==> config.mk <==
export PLATFORM = sky130hd
export DESIGN_NAME = fc_train_sequencer
export DESIGN_NICKNAME = d
export VERILOG_FILES = /design/src/rtl/fc_train_sequencer.sv
export SDC_FILE = /design/constraint.sdc
export NUM_CORES = 1
export LEC_CHECK = 0
export ABC_CLOCK_PERIOD_IN_PS = 5030
export CAP_MARGIN = 20
export CORE_UTILIZATION = 55
export CTS_BUF_LIST = sky130_fd_sc_hd__clkbuf_2 sky130_fd_sc_hd__clkbuf_4 sky130_fd_sc_hd__clkbuf_8
export DETAILED_ROUTE_END_ITERATION = 6
export DONT_BUFFER_PORTS = 1
export GPL_TIMING_DRIVEN = 0
export PLACE_DENSITY = 0.81
export SYNTH_ARGS = -nofsm -noshare
export SYNTH_HDL_FRONTEND = slang
export SYNTH_SLANG_ARGS = --single-unit
==> constraint.sdc <==
create_clock -name clk -period 5.03 [get_ports clk]
set_clock_uncertainty 0.15 [all_clocks]
set_input_delay 0 -clock clk [delete_from_list [all_inputs] [get_ports clk]]
set_output_delay 0 -clock clk [all_outputs]
set_load 0.05 [all_outputs]
==> src/rtl/fc_train_sequencer.sv <==
// Phase controller for one fully connected layer: forward, weight-mode backprop,
// neuron-mode backprop and a batched weight update, guarded by a stall watchdog.
module fc_train_sequencer #(
  parameter int FWD_BEATS  = 8,
  parameter int PLG_BEATS  = 1,
  parameter int BATCH_SIZE = 16,
  parameter int TIMEOUT    = 4096,
  parameter int CNT_W      = 13
) (
  input  logic                              clk,
  input  logic                              rst,
  input  logic                              start_i,
  input  logic                              act_valid_i,
  input  logic                              grad_ready_i,
  input  logic                              bp_done_i,
  input  logic                              pl_grad_valid_i,
  input  logic                              update_done_i,
  input  logic [4:0]                        lrate_cfg_i,
  input  logic                              abort_i,
  output logic                              forward_o,
  output logic                              bp_mode_o,
  output logic                              update_o,
  output logic [4:0]                        lrate_shifts_o,
  output logic                              busy_o,
  output logic                              sample_done_o,
  output logic                              batch_done_o,
  output logic [$clog2(BATCH_SIZE+1)-1:0]   sample_cnt_o,
  output logic                              error_o
);

  localparam int MAX_BEATS = (FWD_BEATS > PLG_BEATS) ? FWD_BEATS : PLG_BEATS;
  localparam int BEAT_W    = $clog2(MAX_BEATS + 1);
  localparam int SC_W      = $clog2(BATCH_SIZE + 1);

  typedef enum logic [2:0] {
    S_IDLE      = 3'd0,
    S_FWD       = 3'd1,
    S_WAIT_GRAD = 3'd2,
    S_BP_W      = 3'd3,
    S_BP_N      = 3'd4,
    S_UPD       = 3'd5,
    S_ERR       = 3'd6
  } state_t;

  state_t            state_r, state_nxt;
  logic [BEAT_W-1:0] beat_r, beat_nxt;
  logic [CNT_W-1:0]  wdog_r, wdog_nxt;
  logic [SC_W-1:0]   cnt_nxt, cnt_inc;
  logic [4:0]        lrate_nxt;
  logic              err_nxt, sdone_nxt, bdone_nxt, consumed, waiting;

  assign cnt_inc = sample_cnt_o + {{(SC_W-1){1'b0}}, 1'b1};

  // Next-state, counters and pulse generation.
  always_comb begin
    state_nxt = state_r;
    beat_nxt  = beat_r;
    wdog_nxt  = wdog_r;
    cnt_nxt   = sample_cnt_o;
    lrate_nxt = lrate_shifts_o;
    err_nxt   = error_o;
    sdone_nxt = 1'b0;
    bdone_nxt = 1'b0;
    consumed  = 1'b0;
    waiting   = 1'b0;

    case (state_r)
      S_IDLE: begin
        if (start_i) begin
          state_nxt = S_FWD;
          if (sample_cnt_o == {SC_W{1'b0}}) lrate_nxt = lrate_cfg_i;
          else                              lrate_nxt = lrate_shifts_o;
        end else begin
          state_nxt = S_IDLE;
        end
      end
      S_FWD: begin
        waiting = 1'b1;
        if (act_valid_i) begin
          consumed = 1'b1;
          if (beat_r == BEAT_W'(FWD_BEATS - 1)) begin
            state_nxt = S_WAIT_GRAD;
            beat_nxt  = {BEAT_W{1'b0}};
          end else begin
            beat_nxt = beat_r + {{(BEAT_W-1){1'b0}}, 1'b1};
          end
        end else begin
          beat_nxt = beat_r;
        end
      end
      S_WAIT_GRAD: begin
        waiting = 1'b1;
        if (grad_ready_i) begin
          consumed  = 1'b1;
          state_nxt = S_BP_W;
        end else begin
          state_nxt = S_WAIT_GRAD;
        end
      end
      S_BP_W: begin
        waiting = 1'b1;
        if (bp_done_i) begin
          consumed  = 1'b1;
          state_nxt = S_BP_N;
        end else begin
          state_nxt = S_BP_W;
        end
      end
      S_BP_N: begin
        waiting = 1'b1;
        if (pl_grad_valid_i) begin
          consumed = 1'b1;
          if (beat_r == BEAT_W'(PLG_BEATS - 1)) begin
            beat_nxt  = {BEAT_W{1'b0}};
            sdone_nxt = 1'b1;
            cnt_nxt   = cnt_inc;
            if (cnt_inc == SC_W'(BATCH_SIZE)) state_nxt = S_UPD;
            else                              state_nxt = S_IDLE;
          end else begin
            beat_nxt = beat_r + {{(BEAT_W-1){1'b0}}, 1'b1};
          end
        end else begin
          beat_nxt = beat_r;
        end
      end
      S_UPD: begin
        waiting = 1'b1;
        // The layer writes on odd pointer values, so update_o must stay high
        // for at least two cycles: a done strobe in the first cycle is ignored.
        if (update_done_i && (wdog_r != {CNT_W{1'b0}})) begin
          consumed  = 1'b1;
          state_nxt = S_IDLE;
          bdone_nxt = 1'b1;
          cnt_nxt   = {SC_W{1'b0}};
        end else begin
          state_nxt = S_UPD;
        end
      end
      S_ERR: begin
        state_nxt = S_ERR;
      end
      default: begin
        state_nxt = S_ERR;
        err_nxt   = 1'b1;
      end
    endcase

    if ((state_nxt != state_r) || consumed) begin
      wdog_nxt = {CNT_W{1'b0}};
    end else if (waiting) begin
      if (wdog_r == CNT_W'(TIMEOUT - 1)) begin
        state_nxt = S_ERR;
        err_nxt   = 1'b1;
        beat_nxt  = {BEAT_W{1'b0}};
        wdog_nxt  = {CNT_W{1'b0}};
      end else begin
        wdog_nxt = wdog_r + {{(CNT_W-1){1'b0}}, 1'b1};
      end
    end else begin
      wdog_nxt = {CNT_W{1'b0}};
    end

    if (abort_i && (state_r != S_ERR)) begin
      state_nxt = S_IDLE;
      beat_nxt  = {BEAT_W{1'b0}};
      wdog_nxt  = {CNT_W{1'b0}};
      cnt_nxt   = {SC_W{1'b0}};
      lrate_nxt = lrate_shifts_o;
      sdone_nxt = 1'b0;
      bdone_nxt = 1'b0;
    end else begin
      cnt_nxt = cnt_nxt;
    end
  end

  // State, counters and outputs; outputs are decoded from the next state.
  always_ff @(posedge clk) begin
    if (rst) begin
      state_r        <= S_IDLE;
      beat_r         <= {BEAT_W{1'b0}};
      wdog_r         <= {CNT_W{1'b0}};
      forward_o      <= 1'b1;
      bp_mode_o      <= 1'b0;
      update_o       <= 1'b0;
      lrate_shifts_o <= 5'd8;
      busy_o         <= 1'b0;
      sample_done_o  <= 1'b0;
      batch_done_o   <= 1'b0;
      sample_cnt_o   <= {SC_W{1'b0}};
      error_o        <= 1'b0;
    end else begin
      state_r        <= state_nxt;
      beat_r         <= beat_nxt;
      wdog_r         <= wdog_nxt;
      forward_o      <= (state_nxt == S_IDLE) || (state_nxt == S_FWD) ||
                        (state_nxt == S_WAIT_GRAD) || (state_nxt == S_ERR);
      bp_mode_o      <= (state_nxt == S_BP_N);
      update_o       <= (state_nxt == S_UPD);
      lrate_shifts_o <= lrate_nxt;
      busy_o         <= (state_nxt != S_IDLE);
      sample_done_o  <= sdone_nxt;
      batch_done_o   <= bdone_nxt;
      sample_cnt_o   <= cnt_nxt;
      error_o        <= err_nxt;
    end
  end

endmodule

==> results.yml <==
floorplan:
  die_w_um: 62.63
  num_rows: 21
  start_util_pct: 59.19
  io_pins: 31
  core_um2: 3416
  dieHeight_um: 62.63
  dieArea_um2: 3923
sta:
  period_needed_ps: 3381
  relSlewSlack_pct: 53.98
  finalCritPeriodShare_pct: 67.22
  rsz0062_at_grt: "no"
  hold_viol: 0
  worst_hold_slack_ps: 18.32
  worst-slew-pin-transition_ps: 689.3
  setup_viol: 0
  fin_tns_setup_ps: 0
  maxSlewViolCount: 0
  timing.fmax_ghz: 0.2957
  setup_slack_ps: 1649
global_routing:
  grtUsageTotal_pct: 26.97
  first_global_vias: 1781
  grt.overflow.total: 0
  grt_start_max_net_pins: 12
  antenna_found_initial: 0
  grt_pass1_wl_um: 8252
synth:
  syn-instance-count: 244
  yosys_most_used_dff: "dfxtp_1"
  synth_edf_count: 0
  syn_area_um2: 2022
  yosysSeqAreaShare_pct: 36.63
  yosys_warnings: 0
  synth_fa_ha_area_share_pct: 5.569
  ys_seq_elements: 37
  synthesis.area_per_instance_um2: 8.287
  synth_xor_area_share_pct: 5.631
  synth_top_family_by_area: "simple AND/OR/NAND/NOR gates"
  synthArstFlopShare_pct: 0
  synth_nets: 267
  ys_types: 54
  synth_compound_area_share_pct: 14.48
  yosys.area_share.simple_pct: 29.08
  synthMuxAreaShare_pct: 4.146
route:
  drtIter0Drc: 239
  vias: 1874
  drt-total-wl_um: 4854
  ant_nets: 0
  wl_per_cell_um: 15.46
  vias_per_cell: 5.968
  drc_errors: 0
  dr.pass1.iters: 5
clocking:
  clk_pin_slew_ps: 110
  clock_path_buffers: 2
  cts.sinks: 37
  clock-root-buffer: "clkbuf_4"
  numCtsBuffers: 5
  htree_num_levels: 2
  clock_latency_ps: 350
  cts_tree: "done"
worst_setup_path:
  r2r_cells: 8
  start_kind: "register"
  reg2reg_from: "sample_cnt_o[1]"
  cp.required_ps: 5160
  critPathMaxFanout: 10
  worst_setup_path_end_kind: "register"
  critical_path_class: "register to register"
  crit_start: "sample_cnt_o[1]"
  crit_arrival_ps: 3520
layout:
  nets: 291
  fin_area_um2: 2322
  drive_above_1_share_pct: 6.343
  area_growth_pct: 14.85
  n_antenna_cell: 0
worst_hold_path:
  min_from: "bp_done_i"
  hp-class: "input port to register"
  min_path_cells: 5
power:
  switching_power_mw: 0.1286
  p_comb_share_pct: 7.0
  vdd_ir_drop_max_mv: 0.1754
  p_int_mw: 0.4168
  clock_power_share_pct: 36.6
  seqPwrFrac_pct: 56.4
  power.density_nw_per_um2: 234.8
  switching_share_pct: 23.58
  p_leak_nw: 0.8403
flow_run:
  maxCapViolations: 0
placed_design:
  placed_area_um2: 2079
  place_hpwl_um: 3171
  port_buffers: 0
  gp_congestion: 0.9432
  pre_cts_slack_ps: 1724
run_status:
  status: "finished, final reports clean"
[synth_stat cells (all sizes together) (2+ instances only)]
master | number | area share [%]
nor4 | 3 | 0.93
nor4bb | 2 | 0.99
or2 | 3 | 0.93
nor4b | 3 | 1.6
o21ai | 6 | 1.5
dfxtp | 37 | 37
nand3 | 15 | 3.7
a31oi | 5 | 1.5
o21bai | 2 | 0.74
buf | 4 | 0.93
clkbuf | 5 | 0.93
nand2b | 3 | 0.93
nand2 | 22 | 4.1
nor3b | 3 | 1.7
and3 | 2 | 0.62
and4b | 2 | 0.99
xnor2 | 9 | 3.9
and2 | 2 | 0.62
mux2i | 5 | 2.5
a221oi | 2 | 0.87
a211o | 2 | 0.87
nor2 | 31 | 5.8
xor2 | 4 | 1.7
a21oi | 13 | 3.2
ha | 9 | 5.6
inv | 14 | 2.6
or3 | 2 | 0.62
nand4 | 3 | 0.93
nor3 | 9 | 2.2
[power groups by stage]
stage	logic, mW	registers, mW	clock network [mW]
floorplan	0.0204	0.313	0
global route	0.0415	0.308	0.214
finish	0.0381	0.308	0.200
CTS	0.0366	0.307	0.205
global placement	0.0248	0.314	0
detailed placement	0.0253	0.314	0
[cells in the final DEF (no fill, tap or decap), drive strengths merged, types with 4 or more instances in the layout]
master / instances
a21oi: 13
a31oi: 5
buf: 4
clkbuf: 10
dfxtp: 37
dlygate4sd3: 17
ha: 9
inv: 14
mux2i: 5
nand2: 22
nand3: 15
nor2: 31
nor3: 9
o21ai: 6
xnor2: 9
xor2: 4
[metrics by stage]
stage / instances / total power, mW / util, %
finish: 314 / 0.5454 / 67.99
global route: 314 / 0.5633 / 67.99
detailed placement: 290 / 0.3394 / 60.88
global placement: 290 / 0.3387 / 60.88
floorplan: 244 / 0.3338 / -
CTS: 314 / 0.5487 / 67.99
[logic make-up (layout without fill, tap and decap cells)]
family                   after synthesis  count (layout)
AND/OR/NAND/NOR                      111             111
adder cells (fa/ha/maj)                9               9
multiplexers                           7               7
buffers and inverters                 23              47
XOR/XNOR                              13              13
AO/OA/AOI/OAI                         44              44
flip-flops                            37              37
[state kept, by name, summed over array words and instances (netlist names)]
name and flops:
wdog_r 13, lrate_shifts_o 5, sample_cnt_o 5, beat_r 4
state_r 3, batch_done_o 1, bp_mode_o 1, busy_o 1
error_o 1, forward_o 1, sample_done_o 1, update_o 1
[per-layer routing]
| metal | track usage, % | share of wire (%) | wire length (um) |
|---|---|---|---|
| met1 | 31.58 | 43 | 2071 |
| met2 | 46.60 | 48 | 2314 |
| met3 | 8.212 | 8.3 | 401 |
| met4 | 8.721 | 1.4 | 66 |
| met5 | 0 | 0 | 0 |
[worst max-delay path, cell delays in order (launching register included)]
cell and delay (ps):
dfxtp_1 750, ha_1 360, nand3_1 110, xor2_1 210
or3_1 470, o311ai_1 490, nand4_1 340, buf_2 290
nor2_1 140
[path summary, 6_finish.rpt]
kind | endpoint | slack (ps)
worst max-delay path | wdog_r[5] | 1650
worst min-delay path | state_r[1] | 20
worst max register to register | wdog_r[5] | 1650
worst min register to register | wdog_r[12] | 310
[timing repair]
action	in CTS	in global routing
hold endpoints to repair	25	0
hold buffers	17	0
gates resized for setup	0	0
buffers inserted	0	0
[final cells by class]
| class | instances | area, um^2 |
|---|---|---|
| multi-input cells | 184 | 1191 |
| fillers | 277 | 1094 |
| flip-flops and latches | 37 | 740.7 |
| repair buffers | 17 | 170.2 |
| well taps | 46 | 57.56 |
| inverters | 14 | 52.55 |
| clock buffers | 5 | 37.54 |
| plain buffers | 9 | 37.54 |
| clock inverters | 2 | 35.03 |
Note: power is estimated with default switching activity, not from simulation.
